`src/rtl/clock_ratio_scheduler.sv`:
```
// clock_ratio_scheduler: tick and divided-clock generator whose ratio (/1,/2,/4,/8)
// changes only at divided-period boundaries.
module clock_ratio_scheduler #(
   parameter logic [1:0] RESET_SEL = 2'd0
) (
   input  logic       clk,
   input  logic       reset,
   input  logic       run,
   input  logic [1:0] sel,
   input  logic       sel_valid,
   output logic       sel_ready,
   output logic [1:0] active_sel,
   output logic       tick,
   output logic       div_clk,
   output logic       switch_done
);
   typedef enum logic [1:0] {IDLE, RUN, PEND} state_t;
   state_t     r_state;
   logic [2:0] r_cnt;
   logic [1:0] r_pend;
   logic [1:0] r_active;
   logic       r_done;
   logic [2:0] w_term;
   logic [2:0] w_next;
   logic       w_wrap;
   logic       w_acc;
   assign w_term      = 3'((4'd1 << r_active) - 4'd1);
   assign w_wrap      = r_cnt == w_term;
   assign w_next      = w_wrap ? 3'd0 : r_cnt + 3'd1;
   assign w_acc       = sel_valid && sel_ready;
   assign sel_ready   = r_state != PEND;
   assign active_sel  = r_active;
   assign switch_done = r_done;
   assign tick        = (r_state != IDLE) && w_wrap;
   // top bit of term selects the half-period bit of cnt; zero for /1
   assign div_clk     = (r_state != IDLE) && |(r_cnt & (w_term ^ (w_term >> 1)));
   always_ff @(posedge clk or posedge reset)
      if (reset) begin
         r_state  <= IDLE;
         r_cnt    <= 3'd0;
         r_pend   <= 2'd0;
         r_active <= RESET_SEL;
         r_done   <= 1'b0;
      end else begin
         r_done <= 1'b0;
         case (r_state)
            IDLE: begin
               r_cnt <= 3'd0;
               if (w_acc) begin
                  r_active <= sel;
                  r_done   <= 1'b1;
               end
               if (run) r_state <= RUN;
            end
            RUN:
               if (!run) begin
                  r_state <= IDLE;
                  r_cnt   <= 3'd0;
                  if (w_acc) begin
                     r_active <= sel;
                     r_done   <= 1'b1;
                  end
               end else begin
                  r_cnt <= w_next;
                  if (w_acc) begin
                     r_pend  <= sel;
                     r_state <= PEND;
                  end
               end
            PEND:
               if (!run || w_wrap) begin
                  r_active <= r_pend;
                  r_done   <= 1'b1;
                  r_cnt    <= 3'd0;
                  r_state  <= run ? RUN : IDLE;
               end else
                  r_cnt <= r_cnt + 3'd1;
            default: r_state <= IDLE;
         endcase
      end
endmodule

```
`config.mk`:
```
export PLATFORM = sky130hd
export DESIGN_NAME = clock_ratio_scheduler
export DESIGN_NICKNAME = d
export VERILOG_FILES = /design/src/rtl/clock_ratio_scheduler.sv
export SDC_FILE = /design/constraint.sdc
export NUM_CORES = 1
export LEC_CHECK = 0
export CORE_ASPECT_RATIO = 1.5
export CORE_UTILIZATION = 30
export CTS_BUF_LIST = sky130_fd_sc_hd__clkbuf_8
export CTS_CLUSTER_DIAMETER = 200
export DETAILED_ROUTE_END_ITERATION = 8
export HOLD_SLACK_MARGIN = 0.1
export MAX_ROUTING_LAYER = met4
export PLACE_DENSITY_LB_ADDON = 0.05
export SYNTH_ARGS = -nofsm -noshare
export SYNTH_HDL_FRONTEND = slang
export SYNTH_SLANG_ARGS = --single-unit
export TNS_END_PERCENT = 30
```
`constraint.sdc`:
```
create_clock -name clk -period 2.3 [get_ports clk]
set_input_delay 0.46 -clock clk [delete_from_list [all_inputs] [get_ports clk]]
set_output_delay 0.46 -clock clk [all_outputs]
set_load 0.02 [all_outputs]
```
==> impl_metrics.toml <==
[clock_tree]
clock-root-buffer = "clkbuf_8"
ctsLongestPathBuffers = 2
cts_max_level = 1
hold_buffers = 0
post_cts_buffers = 0
cts_tree = "built"
cts_buffers = 3
clk_pin_slew_ns = 0.05
clock-sinks = 10
clk-insertion-delay-late_ns = 0.23

[worst_setup_path]
cp-end-kind = "output port"
crit_path_start_kind = "flip-flop"
arrival_ns = 1.75
r2r-start = "r_state[0]"
path_class = "reg2out"
worst_ep_required_time_ns = 1.84
reg2reg_depth = 7
path_max_fanout = 5
crit_start = "r_cnt[1]"
reg2reg_slack_ns = 0.62

[route]
wl_um = 1750
drt_pre_antenna_iters = 4
wire_per_inst_um = 14.1
drc_errors = 0
vias = 645
vias_per_cell = 5.20
drt_iter0_markers = 26
final_antenna_net_count = 0

[synthesis]
yosys.area_share.xor_xnor_pct = 0
synthMuxAreaShare_pct = 4.34
synth_ff_type = "dfrtp_1"
synth_area_leader_cell = "dfrtp_1"
syn-num-nets = 92
synthTopCellsByArea = "dfrtp_1 (33%), ha_1 (12%), inv_1 (4.5%)"
syn_inst = 79
avgSynthCellArea_um2 = 9.49
yosys_warnings = 0
synth_compound_area_share_pct = 22.9
synth.cell_area_um2 = 749
synth_edf_count = 0
synthAdderAreaFrac_pct = 11.7
async_flop_share_pct = 100
yosysTopAreaCellShare_pct = 33.4
synth-seq-cells = 10
yosysSeqAreaShare_pct = 33.4
yosys.area_share.simple_pct = 21.7
synth.distinct_cells = 32
synth_top_family_by_area = "compound AO/OA/AOI/OAI gates"

[sta]
final.setup.tns_ns = 0
rsz0062_at_grt = "true"
fin_worst_skew_ns = 0.00342
holdWs_ns = 0.516
hold_viol = 0
worst_pin_slew_ns = 0.442
post-route-min-period_ns = 2.21
drv_slew = 0
layout_worst_path_cycle_share_pct = 96.0
slew-limit-headroom_pct = 70.5
max_freq_ghz = 0.453
setup_violations = 0

[finish]
final_cell_area_um2 = 1000
syn_to_final_growth_pct = 33.7
drive_gt1_share_pct = 22.8
fin_cells = 124
antenna_cells = 0
num-nets-final = 116
final_util_pct = 43.8

[floorplan]
dieArea_um2 = 2710
dieHeight_um = 63.2
num_rows = 21
core_um2 = 2290
die-width_um = 42.8
initial_core_util_pct = 32.8
io_pins = 12

[global_route]
grt_pass1_wl_um = 2860
grt_pass1_vias = 605
grt_overflow_total = 0
track_usage_pct = 14.2
grt_max_degree = 12
antenna_found_initial = 0

[placed_design]
place.gp.congestion = 0.883
dp_hpwl_um = 1360
placed_cell_area_um2 = 952
post-place-cells = 121
io_buffers = 11

[pwr]
power_frac_clock_pct = 15.7
power_density_nw_per_um2 = 1160
p_int_mw = 0.689
seqPwrFrac_pct = 26.6
p_comb_share_pct = 57.7
power.switching_mw = 0.474
switching_share_pct = 40.8
static-leakage-power_nw = 0.464
ir_drop_mv = 0.514

[min_path]
hold_path_class = "reg2reg"
hp-start = "r_pend[1]"
holdPathStages = 1

[run]
cap_violations = 0

[status]
status = "complete, no violations"
==> worst paths after layout <==
check,endpoint
max in group asynchronous,active_sel[1]
min in group asynchronous,r_cnt[1]
worst min-delay path,r_pend[1]
worst min register to register,r_pend[1]
worst max-delay path,tick
worst max register to register,active_sel[1]
==> power by group through the flow <==
stage	Combinational, mW	Sequential (mW)	Clock, mW
6_report	0.671	0.310	0.183
5_1_grt	0.738	0.320	0.198
4_1_cts	0.673	0.307	0.191
3_5_place_dp	0.674	0.308	0
3_3_place_gp	0.682	0.304	0
2_1_floorplan	0.372	0.329	0
==> placed cells by master (no fill, tap or decap), drive strengths merged, types with 4 or more instances in the layout <==
cell type and instances:
dfrtp 10, buf 10, a31oi 4, nor2 6
o21ai 5, nand2 5, ha 7, clkdlybuf4s50 9
inv 9, nand3 4
==> flip-flops by register name (all words and copies together) (netlist names) <==
name,flops
switch_done,1
r_cnt,3
r_state,2
active_sel,2
r_pend,2
==> metal layers <==
| metal | routed length (um) | part of all wire (%) | global-route usage [%] |
|---|---|---|---|
| met4 | 15 | 0.86 | 5.86 |
| met3 | 44 | 2.5 | 2.58 |
| met1 | 785 | 45 | 17.7 |
| met5 | 0 | 0 | - |
| met2 | 900 | 52 | 22.2 |
==> cells in the mapped netlist, types with 2 or more instances <==
cell	instances
a21oi_1	2
a31oi_1	4
dfrtp_1	10
ha_1	7
inv_1	9
mux2_2	2
nand2_1	5
nand3_1	4
nand4b_1	2
nor2_1	6
nor3_1	3
o211ai_1	2
o21ai_0	4
==> metrics by stage <==
| step | power (mW) | setup slack (ns) |
|---|---|---|
| 2_1_floorplan | 0.700 | 0.273 |
| 3_3_place_gp | 0.986 | 0.00740 |
| 3_5_place_dp | 0.982 | 0.00120 |
| 4_1_cts | 1.17 | 0.0112 |
| 5_1_grt | 1.26 | -0.0724 |
| 6_report | 1.16 | 0.0922 |
==> layout make-up <==
cell class,instances,area (um2)
clock buffer,3,41.3
inverter,9,33.8
sequential,10,251
fill,236,1280
tap,23,28.8
timing repair buffer,21,186
multi-input combinational,58,460
==> logic make-up after synthesis <==
family,Yosys count
and+or+nand+nor,27
AOI/OAI and AO/OA,21
buffers and inverters,11
DFF,10
adders and majority gates,7
muxes,3
==> what timing repair did <==
| item | CTS | global route |
|---|---|---|
| resized for setup | 2 | 2 |
| setup endpoints to repair | 2 | 2 |
| pin swaps | 0 | 0 |
==> worst max-delay path, cell delays in order (launching register included) <==
cell	delay, ns
dfrtp_1	0.45
nor4bb_4	0.40
nor3_1	0.13
nor3_1	0.18
dlygate4sd2_1	0.36
Note: power is estimated with default switching activity, not from simulation.
